`src/rtl/jtag_dr_bank.sv`:
```
// JTAG data-register bank: BYPASS, IDCODE and NUM_USER_DR user DRs sharing one shift register.
// Optional shift-length checking on user-DR updates is enabled by defining JTAG_DR_LEN_CHECK_EN.
package jtag_dr_bank_pkg;
  typedef enum logic [3:0] {
    TEST_LOGIC_RESET = 4'd0,
    RUN_TEST_IDLE    = 4'd1,
    SELECT_DR_SCAN   = 4'd2,
    CAPTURE_DR       = 4'd3,
    SHIFT_DR         = 4'd4,
    EXIT1_DR         = 4'd5,
    PAUSE_DR         = 4'd6,
    EXIT2_DR         = 4'd7,
    UPDATE_DR        = 4'd8,
    SELECT_IR_SCAN   = 4'd9,
    CAPTURE_IR       = 4'd10,
    SHIFT_IR         = 4'd11,
    EXIT1_IR         = 4'd12,
    PAUSE_IR         = 4'd13,
    EXIT2_IR         = 4'd14,
    UPDATE_IR        = 4'd15
  } tap_ctrl_fsm_t;
endpackage

module jtag_dr_bank
  import jtag_dr_bank_pkg::*;
#(
  parameter int                     DR_WIDTH    = 32,
  parameter int                     NUM_USER_DR = 4,
  parameter logic [31:0]            IDCODE_VAL  = 32'h10F,
  parameter logic [NUM_USER_DR-1:0] RO_MASK     = 4'b0100,
  parameter int                     SEL_W       = 4
) (
  input  logic                            i_tck,
  input  logic                            i_trstn,
  input  logic                            i_tdi,
  output logic                            o_tdo,
  output logic                            o_tdo_en,
  input  tap_ctrl_fsm_t                   i_tap_state,
  input  logic [SEL_W-1:0]                i_dr_sel,
  input  logic [NUM_USER_DR*DR_WIDTH-1:0] i_cap_data,
  output logic [NUM_USER_DR*DR_WIDTH-1:0] o_upd_data,
  output logic [NUM_USER_DR-1:0]          o_upd_valid,
  output logic                            o_len_err
);

  localparam int CNT_W = $clog2(DR_WIDTH + 2);

  logic [DR_WIDTH-1:0]             r_sr;
  logic                            r_bypass;
  logic [CNT_W-1:0]                r_cnt;
  logic [NUM_USER_DR-1:0]          w_sel_user;
  logic                            w_sel_idcode;
  logic                            w_sel_bypass;
  logic [DR_WIDTH-1:0]             w_cap_val;
  logic [NUM_USER_DR*DR_WIDTH-1:0] w_upd_data;
  logic                            w_update;
  logic                            w_upd_ok;

  // Out-of-range selections fall through to BYPASS.
  assign w_sel_idcode = (i_dr_sel == SEL_W'(1));
  assign w_sel_bypass = !w_sel_idcode && !(|w_sel_user);
  assign w_update     = (i_tap_state == UPDATE_DR);

  assign o_tdo_en = (i_tap_state == SHIFT_DR);
  assign o_tdo    = o_tdo_en ? (w_sel_bypass ? r_bypass : r_sr[0]) : 1'b0;

  always_comb begin
    w_cap_val = '0;
    if (w_sel_idcode) w_cap_val = DR_WIDTH'(IDCODE_VAL);
    for (int i = 0; i < NUM_USER_DR; i++) begin
      if (w_sel_user[i])
        w_cap_val = RO_MASK[i] ? i_cap_data[i*DR_WIDTH +: DR_WIDTH]
                               : w_upd_data[i*DR_WIDTH +: DR_WIDTH];
    end
  end

  always_ff @(posedge i_tck or negedge i_trstn) begin
    if (!i_trstn) begin
      r_sr     <= '0;
      r_bypass <= 1'b0;
      r_cnt    <= '0;
    end else begin
      case (i_tap_state)
        TEST_LOGIC_RESET: begin
          r_sr  <= '0;
          r_cnt <= '0;
        end
        CAPTURE_DR: begin
          if (w_sel_bypass) r_bypass <= 1'b0;
          else              r_sr     <= w_cap_val;
          r_cnt <= '0;
        end
        SHIFT_DR: begin
          if (w_sel_bypass)      r_bypass <= i_tdi;
          else if (w_sel_idcode) r_sr     <= {r_sr[0], r_sr[DR_WIDTH-1:1]};
          else                   r_sr     <= {i_tdi, r_sr[DR_WIDTH-1:1]};
          // Saturate one past a full-length scan so over-long scans stay detectable.
          if (r_cnt != CNT_W'(DR_WIDTH + 1)) r_cnt <= r_cnt + CNT_W'(1);
        end
        default: ;
      endcase
    end
  end

`ifdef JTAG_DR_LEN_CHECK_EN
  logic w_sel_rw;
  logic r_len_err;

  assign w_sel_rw  = |(w_sel_user & ~RO_MASK);
  assign w_upd_ok  = (r_cnt == CNT_W'(DR_WIDTH));
  assign o_len_err = r_len_err;

  always_ff @(posedge i_tck or negedge i_trstn) begin
    if (!i_trstn)                 r_len_err <= 1'b0;
    else if (w_update && w_sel_rw) r_len_err <= !w_upd_ok;
  end
`else
  assign w_upd_ok  = 1'b1;
  assign o_len_err = 1'b0;
`endif

  generate
    for (genvar gi = 0; gi < NUM_USER_DR; gi++) begin : g_dr
      assign w_sel_user[gi] = (i_dr_sel == SEL_W'(gi + 2));

      if (RO_MASK[gi]) begin : g_ro
        assign w_upd_data[gi*DR_WIDTH +: DR_WIDTH] = '0;
        assign o_upd_valid[gi]                     = 1'b0;
      end else begin : g_rw
        logic [DR_WIDTH-1:0] r_hold;
        logic                r_valid;

        always_ff @(posedge i_tck or negedge i_trstn) begin
          if (!i_trstn) begin
            r_hold  <= '0;
            r_valid <= 1'b0;
          end else begin
            r_valid <= 1'b0;
            if (w_update && w_sel_user[gi] && w_upd_ok) begin
              r_hold  <= r_sr;
              r_valid <= 1'b1;
            end
          end
        end

        assign w_upd_data[gi*DR_WIDTH +: DR_WIDTH] = r_hold;
        assign o_upd_valid[gi]                     = r_valid;
      end
    end
  endgenerate

  assign o_upd_data = w_upd_data;

endmodule

```
`config.mk`:
```
export PLATFORM = sky130hd
export DESIGN_NAME = jtag_dr_bank
export DESIGN_NICKNAME = d
export VERILOG_FILES = /design/src/rtl/jtag_dr_bank.sv
export SDC_FILE = /design/constraint.sdc
export NUM_CORES = 1
export LEC_CHECK = 0
export BUFFER_PORTS_ARGS = -buffer_cell sky130_fd_sc_hd__buf_2
export CAP_MARGIN = 10
export CELL_PAD_IN_SITES_DETAIL_PLACEMENT = 1
export CELL_PAD_IN_SITES_GLOBAL_PLACEMENT = 2
export CORE_AREA = 4 4 149 151
export DETAILED_ROUTE_END_ITERATION = 6
export DIE_AREA = 0 0 153 155
export PLACE_DENSITY_LB_ADDON = 0.12
export REMOVE_ABC_BUFFERS = 1
export SKIP_LAST_GASP = 1
export SYNTH_ARGS = -nofsm -noshare
export SYNTH_HDL_FRONTEND = slang
export SYNTH_SLANG_ARGS = --single-unit
```
`constraint.sdc`:
```
create_clock -name i_tck -period 3.2 [get_ports i_tck]
set_clock_uncertainty 0.1 [all_clocks]
set_input_delay 0.48 -clock i_tck [delete_from_list [all_inputs] [get_ports i_tck]]
set_output_delay 0.48 -clock i_tck [all_outputs]
set_load 0.03 [all_outputs]
```
; After elaboration in Yosys (flattened, before gate mapping)
; Index checks and enable logic that the tools add are counted.
[totals]
regBits = 132
input_bits = 139
out_inout_bits = 135
wordCells = 49
[classes]
muxes = 17
n_reduce_logical = 12
n_eq_ne = 12
[ops]
columns = op, count
row1 = two-way mux 32 bit, 7
row2 = case mux 32 bit (3 select lines), 1
row3 = "equality test 4 x 2 -> 1 bit, second input constant", 3
row4 = "equality test 4 x 3 -> 1 bit, second input constant", 3
row5 = two-way mux 9 bit, 1
row6 = two-way mux 1 bit, 7
row7 = "inequality test 2 bit, second input constant", 3
row8 = AND reduction 3 bit, 2
row9 = "equality test 4 x 1 -> 1 bit, second input constant", 1
row10 = "equality test 4 bit, second input constant", 1
row11 = logical AND 1 bit, 4
row12 = logical NOT 4 bit, 1
row13 = OR reduction 4 bit, 1
row14 = nonzero test 3 bit, 1
row15 = logical NOT 1 bit, 2
row16 = "inequality test 2 x 1 -> 1 bit, second input constant", 1
row17 = case mux 1 bit (2 select lines), 1
row18 = nonzero test 2 bit, 1

; Longest topological paths before layout
[depth]
ltp_word = 8
depth_mapped = 7
ltp_nobuf = 4

; Least setup slack after synthesis
; OpenSTA, ideal clock, no wires.
[synth_path]
kind = input -> output
startpoint = input port i_tap_state[1]
endpoint = output port o_tdo
path_buffers = 1
arrival_ps = 1740
path_stages = 3
required_time_ps = 2620
slack_ps = 880
path_cell_list = nor4b_4 buf_2 nor2b_1
[synth_via]
elab_chain_len = 2
[synth_lines]
columns = item, line
row1 = "start, declared", 38  ; input tap_ctrl_fsm_t i_tap_state,
row2 = equality test 4 x 3 -> 1 bit, 64  ; assign o_tdo_en = (i_tap_state == SHIFT_DR);
row3 = named net o_tdo_en, 37  ; output logic o_tdo_en,
row4 = two-way mux 1 bit, 65  ; assign o_tdo = o_tdo_en ? (w_sel_bypass ? r_bypass : r_sr[0]) : 1'b0;
row5 = "end, declared", 36  ; output logic o_tdo,
; The timed path passes the listed nets, and every way through them passes these cells.

; Final worst setup path
[layout_path]
startpoint = input port i_dr_sel[0]
endpoint = output port o_tdo
[layout_via]
elab_chain_len = 6
word_cells_on_any_way = 11
classes_between = eq/ne (5) / mux (2) / reduce/logical (4)
[layout_lines]
columns = item, line
row1 = "start, declared", 39  ; input logic [SEL_W-1:0] i_dr_sel,
row2 = equality test 4 x 2 -> 1 bit or equality test 4 x 3 -> 1 bit (tied branches), 124  ; assign w_sel_user[gi] = (i_dr_sel == SEL_W'(gi + 2));
row3 = OR reduction 4 bit, 61  ; assign w_sel_bypass = !w_sel_idcode && !(|w_sel_user);
row4 = logical NOT 1 bit, 61
row5 = logical AND 1 bit *, 61
row6 = two-way mux 1 bit * (2 in a row), 65
; Every way passes the cells marked *; elsewhere a longest branch is shown, timed or not.

==> results.yml <==
synthesis:
  synth_area_leaders: "dfrtp_1 49%, mux2_2 21%, mux2i_1 7.8%"
  synthTopCellsByCount: "132 x dfrtp_1, 128 x mux2_2, 53 x mux2i_1, 43 x buf_4, 32 x a32o_1"
  yosys.area.top_type: "dfrtp_1"
  synth-edff-count: 0
  synth-seq-area-share: 0.486
  ys_ff_latch: 132
  netlist_instances: 529
  syn-cell-area_um2: 6790
  synth_cell_types: 39
  synthArstFlopShare: 1.00
  synth_top_area_frac: 0.486
  synthFlopType: "dfrtp_1"
  synth.most_common_cell: "dfrtp_1"
  syn_area_per_cell_um2: 12.8
  yosysWarningCount: 0
placement:
  gp_congestion: 0.762
  hpwl_um: 12900
  io_buffers: 143
  placed_area_um2: 7640
worst_setup_path:
  end_kind: "output pin"
  critPathBufInv: 2
  r2r_slack_ns: 1.62
  required_ns: 2.62
  worstPathMaxFanout: 33
  path_cells: "buf_4 > nor3_2 > or2_2 > mux2i_1 > nor2b_1 > buf_2"
  path_class: "input port to output pin"
  critPathTopFamily: "buffers and inverters"
  timing.rr.end: "r_sr[29]"
  start_kind: "input port"
  reg2regPathDepth: 4
  critPathMaxStageDelay_ns: 0.41
  critPathArrivalTime_ns: 1.81
  slowest_stage: "buf_4"
  rr_startpoint: "g_dr[1].g_rw.r_hold[29]"
status:
  outcome: "finished clean"
pwr:
  total_leakage_power_nw: 4.37
  peakVddDrop_mv: 0.339
  p_per_area_nw_per_um2: 467
cts:
  cts.path.max_buffers: 2
  post-cts-setup-buffer-count: 0
  cts_num_sinks: 132
  htreeDepth: 4
  cts_tree: "built"
  clockRootBuffer: "clkbuf_16"
  clkLatencyLatePin_ns: 0.41
  numCtsBuffers: 17
  clkTransAtPathRegs_ns: 0.05
routing:
  drt-pass1-iter-count: 4
  wl_per_cell_um: 21.2
  drt_iter0_drc: 216
  drc: 0
  wl_um: 20200
  ant_nets: 0
  num_vias: 4766
  viasPerCell: 5.01
grt:
  grt_use_total: 0.171
  antenna_found_initial: 0
  grtUsageMet1: 0.216
  busiest_layer: "met2"
  grt_pass1_vias: 5306
  grt_max_degree: 61
  met2_usage: 0.292
  grt_pass1_wl_um: 31400
  grt_use_met3: 0.0431
  overflow: 0
cells_and_area:
  drive_gt1_frac: 0.481
  n_antenna_cell: 0
  n_fill_cell: 2275
  regArea_um2: 3300
  syn_to_final_growth_pct: 20.7
  fin_nets: 803
  final_area_um2: 8200
  multiInputGateArea_um2: 3090
hold_path:
  holdCritStartpoint: "i_tdi"
  hold_end: "r_bypass"
  whs_path_depth: 2
  hp-class: "input port to flip-flop"
run:
  cap_violations: 0
floorplanning:
  die_w_um: 153
  pin_count: 274
  die-area_um2: 23700
  start_util: 0.326
  die_h_um: 155
  core-area_um2: 20800
  rows: 53
sta:
  finalSetupViolCount: 0
  hold_viol: 0
  period_share: 0.746
  worst_pin_slew_ns: 0.707
  rsz0062_at_grt: "no"
  slew_headroom: 0.528
  finalMaxSlewViolations: 0
  min_period_ns: 2.39
  max_freq_mhz: 419
  setup_tns_ns: 0
[where the power goes]
part | leakage [nW] | internal [mW] | switching (mW)
combinational | 2.26 | 0.0903 | 0.216
sequential | 1.84 | 1.68 | 0.0111
clock | 0.265 | 1.13 | 0.702
[cell families (layout without fill, tap and decap cells)]
family          count (synthesis)  in the layout  share of synthesized area
mux                           184            184                      0.295
flops                         132            132                      0.486
buf+inv                        83            197                     0.0797
other cells                     1             34                   0.000552
simple gates                   50             50                     0.0479
compound gates                 79             79                     0.0904
[flip-flops by register name, indices dropped and copies added (netlist names)]
signal	flops
r_sr	32
r_bypass	1
g_dr.g_rw.r_hold	96
g_dr.g_rw.r_valid	3
[cell usage in the layout (no fill, tap or decap), types with 2 or more instances in the layout]
master and n:
a211oi_1 5, mux2_2 128, inv_1 8, nor2_1 2, bufinv_16 2, o21ai_1 2, o21ai_0 25, buf_2 141
buf_12 4, conb_1 34, o21bai_1 5, dfrtp_1 132, nor3_2 2, mux2_1 3, clkbuf_16 17, nor4b_4 2
clkbuf_1 3, mux2i_1 53, clkinv_2 6, clkinvlp_4 3, a221oi_1 5, nand2_1 25, nand3b_1 6, a32o_1 32
buf_4 11, a22o_1 2
[worst max-delay path by stage]
stage | start | endpoint | slack (ns) | depth (start not counted)
2_1_floorplan | i_tap_state[1] | o_tdo | 0.33 | 2
3_3_place_gp | i_dr_sel[0] | r_sr[24] | 0.65 | 6
3_5_place_dp | i_dr_sel[0] | r_sr[13] | 0.63 | 6
4_1_cts | i_dr_sel[0] | o_tdo | 0.78 | 6
5_1_grt | i_dr_sel[0] | o_tdo | 0.74 | 6
6_report | i_dr_sel[0] | o_tdo | 0.81 | 6
[stage by stage]
step	setup WS, ns	hold slack [ns]	total power [mW]	util	std cells
6_report	0.813	0.284	3.83	0.394	951
3_3_place_gp	0.650	0.376	2.02	0.367	919
2_1_floorplan	0.327	0.0844	1.87	-	487
4_1_cts	0.778	0.252	3.90	0.394	951
5_1_grt	0.737	0.253	4.01	0.394	951
3_5_place_dp	0.634	0.404	2.03	0.367	919
[timing repair]
action | in CTS | in global routing
hold buffers | 1 | 0
resized for setup | 0 | 0
hold endpoints to repair | 58 | 0
[layer usage]
layer / part of all wire / routed length (um)
met2: 0.50 / 10000
met4: 0.011 / 230
met1: 0.45 / 9030
met5: 0 / 0
met3: 0.045 / 908
[cell type report]
cell class | instances | share of cell area
clock buffers | 20 | 0.0532
inverters | 8 | 0.00366
clock inverters | 11 | 0.0137
well taps | 275 | 0.0420
repair buffers | 158 | 0.108
flip-flops and latches | 132 | 0.403
multi-input cells | 347 | 0.376
[worst register-to-register path, delay by kind of cell, from the launching register on]
family | cells | cell delay (ns)
flops | 1 | 0.38
mux | 2 | 0.54
compound gates | 2 | 0.44
Note: power is estimated with default switching activity, not from simulation.
